**config.mk**
```make
export PLATFORM = sky130hd
export DESIGN_NAME = hex_line_parser
export DESIGN_NICKNAME = d
export VERILOG_FILES = /design/src/rtl/hex_line_parser_pkg.sv /design/src/rtl/ascii_to_hex.sv /design/src/rtl/hex_line_parser.sv
export SDC_FILE = /design/constraint.sdc
export NUM_CORES = 1
export LEC_CHECK = 0
export CORE_AREA = 2 2 97 90
export DETAILED_ROUTE_END_ITERATION = 10
export DIE_AREA = 0 0 99 92
export PLACE_DENSITY = 0.66
export SLEW_MARGIN = 20
export SYNTH_ARGS = -nofsm -noshare
export SYNTH_HDL_FRONTEND = slang
export SYNTH_HIERARCHICAL = 1
export SYNTH_SLANG_ARGS = --single-unit
```
**constraint.sdc**
```tcl
create_clock -name clk -period 4.8 [get_ports clk]
set_input_delay 0.96 -clock clk [delete_from_list [all_inputs] [get_ports clk]]
set_output_delay 0.96 -clock clk [all_outputs]
set_load 0.01 [all_outputs]
```
**src/rtl/hex_line_parser_pkg.sv**
```systemverilog
// hex_line_parser_pkg: ASCII constants, byte classes and parser states shared by the hex line parser
package hex_line_parser_pkg;

    localparam logic [7:0] ASCII_CR = 8'h0D;
    localparam logic [7:0] ASCII_LF = 8'h0A;
    localparam logic [7:0] ASCII_SP = 8'h20;

    typedef enum logic [1:0] {
        CLS_HEX,
        CLS_TERM,
        CLS_SPACE,
        CLS_BAD
    } byte_class_t;

    typedef enum logic [1:0] {
        ST_IDLE,
        ST_ACCUM,
        ST_DISCARD,
        ST_EMIT
    } state_t;

    function automatic byte_class_t classify(input logic [7:0] b);
        if ((b >= 8'h30 && b <= 8'h39) || (b >= 8'h41 && b <= 8'h46) || (b >= 8'h61 && b <= 8'h66))
            return CLS_HEX;
        if (b == ASCII_CR || b == ASCII_LF)
            return CLS_TERM;
        if (b == ASCII_SP)
            return CLS_SPACE;
        return CLS_BAD;
    endfunction

endpackage

```
**src/rtl/ascii_to_hex.sv**
```systemverilog
// ascii_to_hex: converts an ASCII hex digit to its 4-bit value, 0 for anything else
module ascii_to_hex (
    input  logic [7:0] ascii,
    output logic [3:0] nibble
);

    // '0'-'9' map directly; 'A'-'F' and 'a'-'f' share low bits 1..6, offset by 9
    always_comb begin
        nibble = (ascii >= 8'h30 && ascii <= 8'h39) ? ascii[3:0] :
                 ((ascii >= 8'h41 && ascii <= 8'h46) || (ascii >= 8'h61 && ascii <= 8'h66)) ? ascii[3:0] + 4'd9 :
                 4'd0;
    end

endmodule

```
**src/rtl/hex_line_parser.sv**
```systemverilog
// hex_line_parser: assembles ASCII hex lines into words and hands them out over valid/ready
module hex_line_parser
    import hex_line_parser_pkg::*;
#(
    parameter int NDIGITS = 8
) (
    input  logic                             clk,
    input  logic                             rst,
    input  logic [7:0]                       rx_data,
    input  logic                             rx_valid,
    output logic                             rx_ready,
    output logic [4*NDIGITS-1:0]             out_value,
    output logic [$clog2(NDIGITS+1)-1:0]     out_ndigits,
    output logic                             out_err,
    output logic                             out_valid,
    input  logic                             out_ready
);

    localparam int W  = 4 * NDIGITS;
    localparam int CW = $clog2(NDIGITS + 1);

    state_t        state_q, state_d;
    logic [W-1:0]  acc_q, acc_d;
    logic [CW-1:0] cnt_q, cnt_d;
    logic          err_q, err_d;
    logic [W-1:0]  out_value_q, out_value_d;
    logic [CW-1:0] out_ndigits_q, out_ndigits_d;
    logic          out_err_q, out_err_d;
    logic          out_valid_q, out_valid_d;

    logic [3:0]    nibble;
    byte_class_t   cls;
    logic          rx_fire;
    logic          cnt_full;

    ascii_to_hex u_ascii_to_hex (
        .ascii  (rx_data),
        .nibble (nibble)
    );

    assign cls         = classify(rx_data);
    assign rx_ready    = (state_q != ST_EMIT);
    assign rx_fire     = rx_valid && rx_ready;
    assign cnt_full    = (cnt_q == CW'(NDIGITS));
    assign out_value   = out_value_q;
    assign out_ndigits = out_ndigits_q;
    assign out_err     = out_err_q;
    assign out_valid   = out_valid_q;

    // State, accumulator and output registers
    always_ff @(posedge clk or posedge rst) begin
        if (rst) begin
            state_q       <= ST_IDLE;
            acc_q         <= '0;
            cnt_q         <= '0;
            err_q         <= 1'b0;
            out_value_q   <= '0;
            out_ndigits_q <= '0;
            out_err_q     <= 1'b0;
            out_valid_q   <= 1'b0;
        end else begin
            state_q       <= state_d;
            acc_q         <= acc_d;
            cnt_q         <= cnt_d;
            err_q         <= err_d;
            out_value_q   <= out_value_d;
            out_ndigits_q <= out_ndigits_d;
            out_err_q     <= out_err_d;
            out_valid_q   <= out_valid_d;
        end
    end

    // Next state: a bad byte or an overflowing digit poisons the line until its terminator
    always_comb begin
        state_d = state_q;
        case (state_q)
            ST_IDLE:    if (rx_fire) state_d = (cls == CLS_HEX) ? ST_ACCUM :
                                               (cls == CLS_BAD) ? ST_DISCARD : ST_IDLE;
            ST_ACCUM:   if (rx_fire) state_d = (cls == CLS_BAD || (cls == CLS_HEX && cnt_full)) ? ST_DISCARD :
                                               (cls == CLS_TERM) ? ST_EMIT : ST_ACCUM;
            ST_DISCARD: if (rx_fire && cls == CLS_TERM) state_d = ST_EMIT;
            default:    if (out_ready) state_d = ST_IDLE;
        endcase
    end

    // Datapath: shift digits in, load the result on a terminator, clear on transfer
    always_comb begin
        acc_d         = acc_q;
        cnt_d         = cnt_q;
        err_d         = err_q;
        out_value_d   = out_value_q;
        out_ndigits_d = out_ndigits_q;
        out_err_d     = out_err_q;
        out_valid_d   = (state_d == ST_EMIT);
        if (state_q == ST_EMIT) begin
            if (out_ready) begin
                acc_d = '0;
                cnt_d = '0;
                err_d = 1'b0;
            end
        end else if (rx_fire) begin
            if (cls == CLS_HEX && state_q != ST_DISCARD) begin
                if (cnt_full) begin
                    err_d = 1'b1;
                end else begin
                    acc_d = (acc_q << 4) | W'(nibble);
                    cnt_d = cnt_q + CW'(1);
                end
            end
            if (cls == CLS_BAD)
                err_d = 1'b1;
            if (cls == CLS_TERM && state_q == ST_ACCUM) begin
                out_value_d   = acc_q;
                out_ndigits_d = cnt_q;
                out_err_d     = 1'b0;
            end
            if (cls == CLS_TERM && state_q == ST_DISCARD) begin
                out_value_d   = '0;
                out_ndigits_d = '0;
                out_err_d     = err_q;
            end
        end
    end

endmodule

```
==> run metrics, run 1 <==
pwr dens 286 nW/um2; Period minus WS final just under 3 ns; grt total ovfl 0; area share of the largest cell type after synthesis a little under three fifths; yosys warns 6; mapped cell area 3460 um2; Peak Freq 0.339 GHz; Nets 445; layout cell share with drive strength beyond 1 under 10%; TritonCTS Buffers 9; First-pass DRT Iterations 5; Unique masters post-synth 46; post-CTS setup buffers 0; HP Class reg -> reg; # DRC 0; WP data required 5.02 ns; VDD IR max roughly 0.00011 V; final count of pins violating max slew 0; Initial Util 42.2%; Clock Latency Late Sink about 0.35 ns; CP Data Arrival Time 3.17 ns; Post-synth ARST share 100%; leading area contributor after synthesis dfrtp_1; antenna-violating nets left 0; Post-CTS Resized 0; delay-heaviest family, CP buffers and inverters; Critical Path Sink Type register; H-Tree Depth 3; Die Ht 92 um; Max Root-Sink Buffers 2; # setup viols final 0; fin cells 535; Crit-path slowest cell clkdlybuf4s50_1; Post-Synthesis Cells a little under 400; number of global-route vias before repair 2581; Crit Path Class in -> reg; dpl hpwl 4530 um; placed cells 519; via count about 2700; syn nets around 400; CTS sink cnt 77; RD Place Congestion 0.844; Fin. Hold Viols 0; Post-Route WL slightly below 7000 um; crit-path max cell delay 0.60 ns; initial antenna violation count 0; most common cell after layout, fill and taps aside nand2_1; most used flip-flop cell after synthesis dfrtp_1; area added between synthesis and finish 22.3%; skew final 0.0159 ns; Die Span X between 90 and 100 um; max_slew headroom 45.8%; dpl cell area 4040 um2; outcome finished clean; Avg Inst Size Synth 9.00 um2; Core Region roughly 8000 um2; commonest non-fill, non-tap cells in the layout nand2_1 (143), dfrtp_1 (77), o21ai_0 (63), clkdlybuf4s50_1 (50), clkbuf_8 (11); post-route cell area 4240 um2; DR vias/cell approximately 5.0; clk slew on worst S/H paths 0.07 ns; crit path cell chain clkdlybuf4s50_1 -> o21ai_0 -> nand4_1 -> a211oi_4 -> buf_4 -> nand2_1 -> mux2i_1; period utilization between 60% and 70%; first-pass GRT wire length between 10000 and 15000 um; Routed WL per cell 12.8 um; die area 9110 um2; 1st-iter DRT viols 123; root buf cell clkbuf_8; Static Leak around 1.8 nW; Cell Rows 32; largest net degree at the start of global routing 70; Hold Slack 0.470 ns; worst-path fanout max 69; Pwr Total ~1.2 mW; unrepaired setup endpoints after global routing no; Buf/Inv on CP 2; startpoint types input port; worst-margin pin slew 0.811 ns; FF+latch count, synth 77; main area contributors after synthesis dfrtp_1 (56%), nand2_1 (15%), o21ai_0 (9.1%); max-cap violations 0; n_diodes 0; total I/O pin count 51; sequential fraction of the synthesis area 55.6%; GRT Overall Usage between 15 and 20%; Post-CTS Hold Fix Bufs 0; EDFF count, synth 0; CTS tree built; setup TNS 0 ns; Port Buffers 50
==> stage by stage <==
stage               util [%]  setup slack, ns
floorplan                  -             1.87
global placement        49.2             1.54
detailed placement      49.2             1.49
CTS                     51.6             1.85
global route            51.6             1.60
finish                  51.6             1.85
==> cell usage after synthesis (2+ instances only) <==
cell and n:
nand2_1 143, nor2b_1 3, a211oi_1 2, nor2_1 3, and3b_1 2, o21ai_1 9
and2_1 3, a21o_1 3, nand2b_1 2, inv_1 6, nand4_1 2, buf_2 3
ha_1 5, a21oi_1 5, o31ai_1 3, o21a_1 2, clkbuf_1 17, dfrtp_1 77
o21ai_0 63, nand3_1 5, nor3b_1 2
==> cell type report <==
class / count / area, um2
fillers: 782 / 3970
flip-flops and latches: 77 / 1930
clock buffers: 13 / 159
inverters: 6 / 22.5
well taps: 102 / 128
multi-input cells: 279 / 1420
clock inverters: 3 / 43.8
repair buffers: 55 / 538
==> routing by layer <==
layer / up-vias / wire length, um / GRT usage, %
met5: - / 0 / 0
met4: 0 / 126 / 8.68
met3: 11 / 318 / 2.52
met2: 55 / 3110 / 25.4
met1: 1245 / 3300 / 22.2
li1: 1375 / - / -
==> path summary, 6_finish.rpt <==
check / depth (start not counted) / slack (ns) / end / start
max in group asynchronous: 3 / 2.73 / acc_q[5]$_DFFE_PP0P_ / rst
hold reg to reg: 2 / 0.47 / out_err$_DFFE_PP0P_ / out_err$_DFFE_PP0P_
hold / removal: 2 / 0.47 / out_err$_DFFE_PP0P_ / out_err$_DFFE_PP0P_
min in group asynchronous: 2 / 1.08 / out_value[25]$_DFFE_PP0P_ / rst
setup / recovery: 7 / 1.85 / cnt_q[2]$_DFFE_PP0P_ / rx_data[2]
setup reg to reg: 4 / 2.73 / out_value[7]$_DFFE_PP0P_ / state_q[1]$_DFF_PP0_
==> state kept, by name, summed over array words and instances, names as in the netlist <==
signal,count
cnt_q,4
err_q,1
out_err,1
out_valid,1
out_value,32
acc_q,32
out_ndigits,4
state_q,2
==> tightest hold or removal path: cells and delay by family (launching register included) <==
family	cells	cell delay, ns
AND/OR/NAND/NOR	2	0.10
flip-flops	1	0.34
==> cell families after synthesis <==
logic type	count (synthesis)	synth area share [%]
AND/OR/NAND/NOR	174	21.7
AO/OA/AOI/OAI	97	16.4
flip-flops	77	55.6
buffers and inverters	29	3.61
adder cells (fa/ha/maj)	5	1.81
multiplexers	2	0.614
XOR/XNOR	1	0.253
==> where the power goes <==
part	total [mW]	switching, mW	internal [mW]
logic	0.0561	0.0346	0.0214
clock network	0.499	0.230	0.269
registers	0.656	0.00361	0.653
total	1.21	0.268	0.943
(Power assumes the default switching activity.)
==> run 2, diff against run 1 <==
==> constraint.sdc (replaced) <==
create_clock -name clk -period 2.8 [get_ports clk]
set_input_delay 0.56 -clock clk [delete_from_list [all_inputs] [get_ports clk]]
set_output_delay 0.56 -clock clk [all_outputs]
set_load 0.01 [all_outputs]
==> run metrics, run 2 (synthesis results as in run 1) <==
CP Data Arrival Time 2.50 ns (-0.67 ns); via count 2752 (+2.5%); Post-CTS Hold Fix Bufs 0 (unchanged); Period minus WS final 2.28 ns; n_diodes 0 (unchanged); largest net degree at the start of global routing 78 (+11%); Max Root-Sink Buffers 2 (unchanged); TritonCTS Buffers 9 (unchanged); first-pass GRT wire length 12100 um (+0.81%); GRT Overall Usage 16.4% (+0.038 points); # setup viols final 0 (unchanged); startpoint types input port; Initial Util 42.2% (unchanged); crit-path max cell delay 0.60 ns (about the same); Post-CTS Resized 0 (unchanged); H-Tree Depth 3 (unchanged); die area 9110 um2 (unchanged); Clock Latency Late Sink 0.35 ns (about the same); First-pass DRT Iterations 4 (-1); Cell Rows 32 (unchanged); worst-path fanout max 11 (-84%); Pwr Total 1.99 mW (+64%); max-cap violations 0 (unchanged); r2r startpoint cnt_q[0]$_DFFE_PP0P_; Crit Path Class in -> reg; Peak Freq approximately 0.44 GHz; Static Leak 1.79 nW (+1.0%); r2r setup slk 1.02 ns (-1.71 ns); grt total ovfl 0 (unchanged); Crit-path slowest cell clkdlybuf4s50_1; capturing point of the worst reg2reg path acc_q[13]$_DFFE_PP0P_; unrepaired setup endpoints after global routing no; VDD IR max 0.000192 V (+75%); post-CTS setup buffers 0 (unchanged); Port Buffers 50 (unchanged); Die Span X 99 um (unchanged); fin cells 538 (+0.56%); Hold Crit Start out_err$_DFFE_PP0P_; crit path cell chain clkdlybuf4s50_1 -> or4b_1 -> a21oi_1 -> o21ai_0 -> a311oi_1 -> a211oi_1; HP Class reg -> reg; number of global-route vias before repair 2578 (-0.12%); RD Place Congestion 0.861 (+2.1%); most common cell after layout, fill and taps aside nand2_1; pwr dens 465 nW/um2 (+63%); commonest non-fill, non-tap cells in the layout nand2_1 (143), dfrtp_1 (77), o21ai_0 (63), clkdlybuf4s50_1 (50), clkbuf_8 (11); Fin. Hold Viols 0 (unchanged); initial antenna violation count 0 (unchanged); Core Region 8210 um2 (unchanged); antenna-violating nets left 0 (unchanged); total I/O pin count 51 (unchanged); CTS tree built; clk slew on worst S/H paths 0.08 ns (about the same); final count of pins violating max slew 0 (unchanged); Die Ht 92 um (unchanged); dpl hpwl 4550 um (+0.54%); area added between synthesis and finish 23.3%; max_slew headroom 68.4% (+23 points); outcome finished clean; skew final 0.0135 ns (-0.00239 ns); WP data required 3.02 ns (-2.00 ns); CTS sink cnt 77 (unchanged); period utilization 81.5%; setup TNS 0 ns (unchanged); Routed WL per cell 13.0 um (+1.3%); # DRC 0 (unchanged); cells on worst reg2reg path 6 (+2); 1st-iter DRT viols 150 (+22%); DR vias/cell 5.12 (+1.9%); Nets 448 (+0.67%); WHS Path Cells 2 (unchanged); Critical Path Sink Type register; Hold Path End out_err$_DFFE_PP0P_; root buf cell clkbuf_8; worst-margin pin slew 0.462 ns (-0.349 ns); Post-Route WL 6980 um (+1.8%); layout cell share with drive strength beyond 1 6.88% (+0.88 points); placed cells 522 (+0.58%)
run 2: power breakdown:
group | total, mW | switching [mW] | internal, mW
Clock | 0.762 | 0.395 | 0.366
Combinational | 0.101 | 0.0610 | 0.0402
Sequential | 1.13 | 0.00680 | 1.12
Total | 1.99 | 0.463 | 1.53
run 2: layer usage:
metal | up-vias | global-route usage [%] | wire length [um]
li1 | 1379 | - | -
met1 | 1312 | 22.0 | 3420
met2 | 54 | 26.6 | 3240
met3 | 7 | 3.51 | 258
met4 | 0 | 5.48 | 73
met5 | - | 0 | 0
run 2: layout make-up:
| type | instances | area, um2 |
|---|---|---|
| Fill cell | 790 | 3940 |
| Sequential cell | 77 | 1930 |
| Multi-Input combinational cell | 279 | 1420 |
| Timing Repair Buffer | 58 | 598 |
| Clock buffer | 12 | 155 |
| Tap cell | 102 | 128 |
| Clock inverter | 4 | 22.5 |
| Inverter | 6 | 22.5 |
run 2: worst max-delay path by stage:
| stage | startpoint | slack [ns] | cells past startpoint | endpoint |
|---|---|---|---|---|
| after floorplan | rst | 0.27 | 1 | acc_q[0]$_DFFE_PP0P_ |
| after global placement | rx_data[0] | 0.24 | 6 | out_valid$_DFF_PP0_ |
| after detailed placement | rx_data[0] | 0.20 | 6 | out_valid$_DFF_PP0_ |
| after global routing | rx_data[0] | 0.34 | 9 | acc_q[1]$_DFFE_PP0P_ |
| final | rx_data[0] | 0.52 | 6 | out_valid$_DFF_PP0_ |
| after CTS | rx_data[0] | 0.56 | 9 | acc_q[2]$_DFFE_PP0P_ |
run 2: worst max-delay path: cells and delay by family:
family / cells / cell delay [ns]
buf+inv: 1 / 0.60
compound gates: 4 / 0.75
simple gates: 1 / 0.59
run 2: stage by stage:
stage | hold WS [ns] | cell area (um2) | utilization (%) | worst slack, ns
6_report | 0.475 | 4270 | 52.1 | 0.518
4_1_cts | 0.485 | 4270 | 52.1 | 0.555
3_3_place_gp | 0.460 | 4100 | 49.9 | 0.243
5_1_grt | 0.517 | 4270 | 52.1 | 0.344
2_1_floorplan | 0.468 | 3460 | - | 0.273
3_5_place_dp | 0.467 | 4100 | 49.9 | 0.199
==> run 3, diff against run 2 <==
==> constraint.sdc (replaced) <==
create_clock -name clk -period 2.1 [get_ports clk]
set_input_delay 0.42 -clock clk [delete_from_list [all_inputs] [get_ports clk]]
set_output_delay 0.42 -clock clk [all_outputs]
set_load 0.01 [all_outputs]
==> run metrics, run 3 (synthesis results as in run 1) <==
outcome finished clean; startpoint types input port; Static Leak 1.85 nW (+3.7%); total I/O pin count 51 (unchanged); dpl hpwl 4680 um (+2.8%); area added between synthesis and finish 26.6%; grt total ovfl 0 (unchanged); layout cell share with drive strength beyond 1 10.0% (+3.2 points); Post-Route WL 6940 um (-0.66%); DR vias/cell 5.02 (-1.8%); First-pass DRT Iterations 4 (unchanged); Die Span X 99 um (unchanged); post-route cell area 4390 um2 (+2.6%); worst-margin pin slew 0.430 ns (-0.0322 ns); Cell Rows 32 (unchanged); Max Root-Sink Buffers 2 (unchanged); initial antenna violation count 0 (unchanged); VDD IR max 0.000336 V (+75%); root buf cell clkbuf_8; Clock Latency Late Sink 0.34 ns (about the same); dpl cell area 4200 um2 (+2.6%); Hold Crit Start out_err$_DFFE_PP0P_; first-pass GRT wire length 11900 um (-1.1%); die area 9110 um2 (unchanged); Critical path origin rx_data[7]; pwr dens 590 nW/um2 (+27%); final setup margin 0.115 ns (-0.403 ns); max-cap violations 0 (unchanged); cells on worst reg2reg path 7 (+1); max_slew headroom 70.6% (+2.2 points); TritonCTS Buffers 9 (unchanged); Post-CTS Resized 0 (unchanged); 1st-iter DRT viols 122 (-19%); CTS tree built; antenna-violating nets left 0 (unchanged); Port Buffers 50 (unchanged); setup TNS 0 ns (unchanged); WP data required 2.36 ns (-0.66 ns); r2r startpoint cnt_q[0]$_DFFE_PP0P_; CTS sink cnt 77 (unchanged); CP Data Arrival Time 2.25 ns (-0.25 ns); Fin. Hold Viols 0 (unchanged); Routed WL per cell 12.6 um (-2.8%); period utilization 94.5%; number of global-route vias before repair 2630 (+2.0%); Initial Util 42.2% (unchanged); commonest non-fill, non-tap cells in the layout nand2_1 (143), dfrtp_1 (77), o21ai_0 (63), clkdlybuf4s50_1 (48), buf_4 (15); H-Tree Depth 3 (unchanged); clk slew on worst S/H paths 0.08 ns (about the same); Crit Path Class in -> reg; RD Place Congestion 0.805 (-6.5%); final count of pins violating max slew 0 (unchanged); Die Ht 92 um (unchanged); via count 2762 (+0.36%); Period minus WS final 1.99 ns; placed cells 534 (+2.3%); most common cell after layout, fill and taps aside nand2_1; n_diodes 0 (unchanged); Critical Path Sink Type register; pre-CTS setup slack -0.286 ns (-0.484 ns); skew final 0.00741 ns (-0.00611 ns); Hold Slack 0.472 ns (-0.00259 ns); HP Class reg -> reg; largest net degree at the start of global routing 78 (unchanged); post-CTS setup buffers 0 (unchanged); WHS Path Cells 2 (unchanged); Core Region 8210 um2 (unchanged); Nets 460 (+2.7%); fin cells 550 (+2.2%); worst-path fanout max 40 (+29); Peak Freq 0.504 GHz; # DRC 0 (unchanged); # setup viols final 0 (unchanged); Post-CTS Hold Fix Bufs 0 (unchanged); GRT Overall Usage 16.2% (-0.26 points)
[run 3: critical path: stages]
cell and delay (ns):
clkdlybuf4s50_1 0.51, nor4b_2 0.35, nand3_2 0.17, a211oi_4 0.39, buf_12 0.24, nand2_1 0.09, o21ai_0 0.07
[run 3: final timing paths]
check	end	slack (ns)
min reg2reg	out_err$_DFFE_PP0P_	0.47
min in group asynchronous	out_value[24]$_DFFE_PP0P_	0.50
min	out_err$_DFFE_PP0P_	0.47
max	acc_q[6]$_DFFE_PP0P_	0.11
max in group asynchronous	acc_q[8]$_DFFE_PP0P_	1.25
max reg2reg	acc_q[6]$_DFFE_PP0P_	0.37
[run 3: area by class of cell]
type	instances	area [um2]
clock buffers	11	131
clock inverters	5	27.5
fillers	779	3820
inverters	6	26.3
multi-input cells	279	1440
flip-flops and latches	77	1930
well taps	102	128
repair buffers	70	709
[run 3: per-layer routing]
metal	GRT usage, %	vias to the layer above	share of wire (%)
li1	-	1404	-
met4	4.91	0	0.74
met2	26.9	43	49
met3	4.19	7	3.6
met5	0	-	0
met1	20.8	1308	47
[run 3: through the flow]
stage	util [%]	power, mW
final	53.4	2.59
after global routing	53.4	2.70
after CTS	53.1	2.61
after detailed placement	51.2	1.68
after global placement	51.2	1.67
after floorplan	-	1.60
[run 3: where the power goes]
group	switching, mW	leakage [nW]	internal [mW]
Sequential	0.00798	1.06	1.49
Combinational	0.0844	0.708	0.0624
Clock	0.519	0.0829	0.422
